<file path="src/rtl/addsub_pkg.sv">
// Shared types for the bit-serial add/subtract unit.
package addsub_pkg;

  typedef enum logic [1:0] {
    IDLE,
    SHIFT,
    DONE
  } state_e;

  localparam logic OP_ADD = 1'b0;
  localparam logic OP_SUB = 1'b1;

endpackage

</file>
<file path="src/rtl/serial_addsub_fulladder.sv">
// 1-bit full-adder cell reused once per clock by the serial datapath.
module fulladder (
  input  logic a,
  input  logic b,
  input  logic cin,
  output logic sum,
  output logic cout
);

  assign sum  = a ^ b ^ cin;
  assign cout = (a & b) | (a & cin) | (b & cin);

endmodule

</file>
<file path="src/rtl/serial_addsub.sv">
// Bit-serial add/subtract: one full-adder cell, LSB first, N cycles per operation,
// start/done handshake with back-to-back restart from DONE.
module serial_addsub
  import addsub_pkg::*;
#(
  parameter int N = 4
) (
  input  logic         clk,
  input  logic         reset,
  input  logic         start,
  input  logic         op,
  input  logic [N-1:0] a,
  input  logic [N-1:0] b,
  input  logic         cin,
  output logic         busy,
  output logic         done,
  output logic [N:0]   result
);

  localparam int CNT_W = $clog2(N + 1);
  localparam logic [CNT_W-1:0] CNT_LAST = CNT_W'(N - 1);

  state_e           state_q, state_d;
  logic [N-1:0]     a_q, a_d;
  logic [N-1:0]     b_q, b_d;
  logic [N-1:0]     acc_q, acc_d;
  logic [N:0]       result_q, result_d;
  logic [CNT_W-1:0] cnt_q, cnt_d;
  logic             carry_q, carry_d;
  logic             op_q, op_d;

  logic             fa_sum;
  logic             fa_cout;
  logic [N:0]       acc_ext;

  fulladder u_fa (
    .a    (a_q[0]),
    .b    (b_q[0]),
    .cin  (carry_q),
    .sum  (fa_sum),
    .cout (fa_cout)
  );

  // Sum bit enters at the MSB; taking [N:1] is the right shift and also works for N=1.
  assign acc_ext = {fa_sum, acc_q};

  always_comb begin
    state_d  = state_q;
    a_d      = a_q;
    b_d      = b_q;
    acc_d    = acc_q;
    result_d = result_q;
    cnt_d    = cnt_q;
    carry_d  = carry_q;
    op_d     = op_q;
    busy     = 1'b0;
    done     = 1'b0;

    case (state_q)
      SHIFT: begin
        busy    = 1'b1;
        a_d     = a_q >> 1;
        b_d     = b_q >> 1;
        acc_d   = acc_ext[N:1];
        carry_d = fa_cout;
        cnt_d   = cnt_q + CNT_W'(1);
        if (cnt_q == CNT_LAST) begin
          state_d  = DONE;
          result_d = {fa_cout ^ op_q, acc_ext[N:1]};
        end
      end
      DONE: begin
        done    = 1'b1;
        state_d = IDLE;
      end
      default: state_d = IDLE;
    endcase

    // Subtraction runs as a + ~b + ~cin, so the final carry is inverted into a borrow.
    if (state_q != SHIFT && start) begin
      state_d = SHIFT;
      a_d     = a;
      b_d     = (op == OP_SUB) ? ~b : b;
      carry_d = cin ^ op;
      op_d    = op;
      cnt_d   = '0;
      acc_d   = '0;
    end
  end

  always_ff @(posedge clk) begin
    if (reset) begin
      state_q  <= IDLE;
      a_q      <= '0;
      b_q      <= '0;
      acc_q    <= '0;
      result_q <= '0;
      cnt_q    <= '0;
      carry_q  <= 1'b0;
      op_q     <= OP_ADD;
    end else begin
      state_q  <= state_d;
      a_q      <= a_d;
      b_q      <= b_d;
      acc_q    <= acc_d;
      result_q <= result_d;
      cnt_q    <= cnt_d;
      carry_q  <= carry_d;
      op_q     <= op_d;
    end
  end

  assign result = result_q;

endmodule

</file>
<file path="config.mk">
export PLATFORM = sky130hd
export DESIGN_NAME = serial_addsub
export DESIGN_NICKNAME = d
export VERILOG_FILES = /design/src/rtl/addsub_pkg.sv /design/src/rtl/serial_addsub_fulladder.sv /design/src/rtl/serial_addsub.sv
export SDC_FILE = /design/constraint.sdc
export NUM_CORES = 1
export LEC_CHECK = 0
export ABC_AREA = 1
export CAP_MARGIN = 25
export CORE_MARGIN = 10
export CORE_UTILIZATION = 40
export DETAILED_ROUTE_END_ITERATION = 10
export GPL_ROUTABILITY_DRIVEN = 0
export HOLD_SLACK_MARGIN = 0.02
export PLACE_DENSITY = 0.67
export REMOVE_ABC_BUFFERS = 1
export SYNTH_ARGS = -nofsm -noshare
export SYNTH_HDL_FRONTEND = slang
export SYNTH_HIERARCHICAL = 1
export SYNTH_SLANG_ARGS = --single-unit
</file>
<file path="constraint.sdc">
create_clock -name clk -period 1.1 [get_ports clk]
set_input_delay 0.165 -clock clk [delete_from_list [all_inputs] [get_ports clk]]
set_output_delay 0.165 -clock clk [all_outputs]
set_load 0.02 [all_outputs]
</file>
# Word-level counts from Yosys, hierarchy flattened
# Index checks and enable logic that the tools add are counted.
# word_totals
regBits	24
latchBits	0
ramBits	0
romBits	0
in_bits	13
out_inout_bits	7
word_cells	43
memories	0
# classes
addsub	1
multipliers	0
n_div	0
order_cmp	0
n_eq_ne	5
n_shift	0
n_mux	12
bitwise_logic	11
reduce_logical	5
# ops
cell	n
4-bit 2-to-1 mux	5
1-bit 2-to-1 mux	7
4-bit inverter	1
1-bit bitwise XOR	4
3-bit by 1-bit adder with 3-bit output (second input constant)	1
1-bit bitwise AND	3
3-bit by 2-bit == test with 1-bit output (second input constant)	1
3-bit != test (second input constant)	1
3-bit OR reduction	1
2-bit by 1-bit == test with 1-bit output (second input constant)	1
2-bit == test (second input constant)	1
2-bit by 1-bit != test with 1-bit output (second input constant)	1
1-bit bitwise OR	2
2-bit AND reduction	1
2-bit nonzero test	1
2-bit OR reduction	1
1-bit logical AND	1
1-bit inverter	1

# Longest topological paths before layout
# depth
ltp_word	5
depth_mapped	7

# Hierarchy
# The synthesis kept the hierarchy.
# modules_own_cells
module	instances	cells_each	area_per_inst_um2	seq_area_each_um2
serial_addsub	1	135	1022.2	460.4
fulladder	1	1	20.0	0.0

# Least setup slack after synthesis
# Ideal clock, no wire load.
# synth_path
kind	register to register
startpoint	register cnt_q[0]
endpoint	register cnt_q[2]
setup_ps	70
arrival_time_ps	1121
required_ps	1030
path_slack_ps	-91
stages_incl_launch_ff	5
path_cell_list	dfxtp_1 -> ha_1 -> ha_1 -> or2_2 -> a21oi_1
# synth_between
elab_chain_cells	1
# synth_lines
item	line_no	rtl
start: declaration	serial_addsub.sv:28	logic [CNT_W-1:0] cnt_q, cnt_d;
start signal: assignment	serial_addsub.sv:107	cnt_q <= cnt_d;
3-bit by 1-bit adder with 3-bit output	serial_addsub.sv:66	cnt_d = cnt_q + CNT_W'(1);
# Every way passes these cells.
# A chain may end at the register's enable or synchronous reset.

# Final worst setup path
# layout_path
startpoint	register state_q[0]
endpoint	output busy
# layout_between
elab_chain_cells	2
# layout_lines
item	line_no	rtl
start: declaration	serial_addsub.sv:23	state_e state_q, state_d;
start signal: assignment	serial_addsub.sv:102	state_q <= state_d;
2-bit by 1-bit == test with 1-bit output	serial_addsub.sv:59	case (state_q)
1-bit 2-to-1 mux	serial_addsub.sv:59	
end: declaration	serial_addsub.sv:15	output logic busy,
# Every way passes these cells.

==> flow_summary_export.csv <==
group,metric,value,unit
outcome,outcome,"finished, violations left",
outcome,violations,"setup timing",
routing,drt-initial-drc-count,26,
critical_path,critPathLaunchType,"flip-flop",
critical_path,r2r_start,"a_q[0]$_SDFFE_PP0P_",
timing,hold_violations,0,
layout,layout-drive-gt1-share,33.9,%
clocking,cts.sink_count,23,
placed_design,port-buffer-count,19,
critical_path,setup.worst_path.start,"state_q[0]$_SDFFE_PP0P_",
flow_run,drv_cap,0,
critical_path,timing.rr.end,"acc_q[3]$_SDFFE_PP0N_",
pwr,clkPwrFrac,24.5,%
timing,rsz0062_at_grt,"true",
grt,antenna_found_initial,0,
pwr,netSwitchingPower,0.425,mW
critical_path,reg2reg_depth,3,
min_path,hold_class,"in2reg",
grt,grtUsageTotal,9.06,%
logic_synthesis,synth.distinct_cells,20,
floorplan,die_area,5050,µm²
routing,drc_errors,0,
grt,grt_pass1_wl,3900,µm
logic_synthesis,syn_area_per_cell,7.66,µm²
grt,grt_max_degree,14,
placed_design,hpwl,1720,µm
timing,worstMarginPinSlew,0.295,ns
clocking,htree_levels,1,
critical_path,worstPathMaxFanout,3,
floorplan,die_w,71.0,µm
timing,fmax,878,MHz
routing,routed_wirelength,2350,µm
floorplan,initial_core_util,42.1,%
logic_synthesis,ys_warn_count,6,
placed_design,dp.cells,191,
clocking,cts_buffer_depth,2,
logic_synthesis,synthCells,136,
pwr,p_leak,0.680,nW
routing,drtAntennaViolNets,0,
timing,period_minus_slack,1.14,ns
pwr,power,1.59,mW
clocking,clk_pin_slew,0.12,ns
routing,vias,967,
layout,stdcell_area,1510,µm²
placed_design,dpl-instance-area,1310,µm²
timing,finalSetupViolCount,3,
layout,utilization,61.1,%
layout,final_cell_mix,"36 x nand2_1, 17 x nand3_1, 17 x dfxtp_1",
pwr,p_seq_share,55.9,%
clocking,cts_tree,"done",
layout,syn2layout_area_growth,45.3,%
clocking,clkLatencyLatePin,0.31,ns
critical_path,regToRegSetupSlack,-0.04,ns
timing,fin_skew,0.00375,ns
logic_synthesis,synth_area,1040,µm²
critical_path,crit_type,"reg2out",
grt,grt_pass1_vias,912,
floorplan,pin_count,20,
timing,setup_ws,-0.0387,ns
logic_synthesis,yosysSeqAreaShare,44.2,%
timing,slew_headroom,80.2,%
timing,fin_crit_sh,104,%
routing,first_pass_iters,4,
pwr,p_int,1.17,mW
pwr,power-per-cell-area,1050,nW/µm²
layout,final_cells,204,
pwr,switching_share,26.7,%
pwr,vdd_ir_drop_max,703,µV
critical_path,crit_path_end,"busy",
critical_path,critical_path_required,0.94,ns
critical_path,cp_data_arrival_time,0.97,ns
clocking,cts_root_buffer,"clkbuf_4",
routing,viasPerCell,4.74,
layout,mostFrequentLayoutCell,"nand2_1",
grt,gr-total-overflow,0,
floorplan,fp.dieH,71.0,µm
floorplan,coreArea,2480,µm²
pwr,comb_power_share,19.6,%
layout,n_antenna_cell,0,
critical_path,end_kind,"output port",
logic_synthesis,ys_ff_latch,23,
placed_design,place_ws,-0.193,ns
timing,final-max-slew-violation-count,0,
layout,final_nets,191,
floorplan,row_count,18,
clocking,cts_made_buffers,3,
routing,routedWlPerCell,11.5,µm
[stage by stage]
stage | hold slack, ns | setup TNS [ns]
after floorplan | 0.234 | -0.328
after global placement | 0.443 | -2.52
after detailed placement | 0.452 | -3.03
after CTS | 0.424 | -0.171
after global routing | 0.418 | -0.989
final | 0.424 | -0.106
[worst min-delay path by stage]
stage	slack, ns	from	to	cells after the start
after global placement	0.44	acc_q[1]$_SDFFE_PP0N_	result[0]$_SDFFE_PP0P_	2
after floorplan	0.23	reset	a_q[3]$_SDFFE_PP0P_	1
final	0.42	a[3]	a_q[3]$_SDFFE_PP0P_	3
after CTS	0.42	a[3]	a_q[3]$_SDFFE_PP0P_	3
after detailed placement	0.45	acc_q[1]$_SDFFE_PP0N_	result[0]$_SDFFE_PP0P_	2
after global routing	0.42	a[3]	a_q[3]$_SDFFE_PP0P_	3
[power by group through the flow]
stage                     combinational [mW]  sequential [mW]  clock [mW]
final                                  0.312            0.891       0.390
after global routing                   0.345            0.896       0.444
after CTS                              0.262            0.889       0.400
after detailed placement               0.248            0.904           0
after global placement                 0.242            0.903           0
after floorplan                        0.125            0.901           0
[sequential cells by signal (all words and copies together) (netlist names)]
register and cells:
result 5, cnt_q 3, b_q 4, state_q 2
op_q 1, carry_q 1, a_q 4, acc_q 3
[worst max-delay path, stage by stage, from the launching register on]
cell and delay, ns:
dfxtp_4 0.39, inv_4 0.04, nor2_4 0.11, buf_6 0.13
[area by class of cell]
| cell class | count | area [µm²] |
|---|---|---|
| clock buffers | 3 | 22.5 |
| clock inverters | 1 | 5.00 |
| fillers | 232 | 963 |
| inverters | 9 | 36.3 |
| multi-input cells | 99 | 598 |
| flip-flops and latches | 23 | 470 |
| well taps | 30 | 37.5 |
| repair buffers | 39 | 344 |
[cell usage after synthesis, drive strengths merged]
cell type	instances	area share, %
or2	1	0.60
o21ai	1	0.48
xor2	3	2.5
ha	2	2.4
fa	1	1.9
clkbuf	1	0.48
buf	4	3.4
inv	9	3.2
nand2	42	17
nor2	20	8.6
xnor2	4	3.4
nand3	18	8.6
dfxtp	23	44
a21oi	7	3.4
[layer usage]
layer  global-route usage (%)  wire length [µm]  vias to the layer above  share of wire, %
met3                     2.93               111                        4               4.7
met2                     15.9              1230                       23                52
li1                         -                 -                      499                 -
met5                        0                 0                        -                 0
met4                     3.66                29                        0               1.2
met1                     9.73               978                      441                42
[kinds of logic (layout without fill, tap and decap cells)]
logic type | count (synthesis) | in the layout | share of synthesized area [%]
AOI/OAI and AO/OA | 8 | 8 | 3.84
xor gates and xnor gates | 7 | 7 | 5.88
adders and majority gates | 3 | 3 | 4.32
buffers and inverters | 14 | 52 | 7.08
DFF | 23 | 23 | 44.2
and+or+nand+nor | 81 | 81 | 34.7
[what timing repair did]
action / 4_1_cts / 5_1_grt
setup endpoints to repair: 27 / 28
pin swaps: 7 / 15
setup buffers: 1 / 8
resized for setup: 42 / 27
hold buffers: 0 / 0
Power figures use the tool's default switching activity.
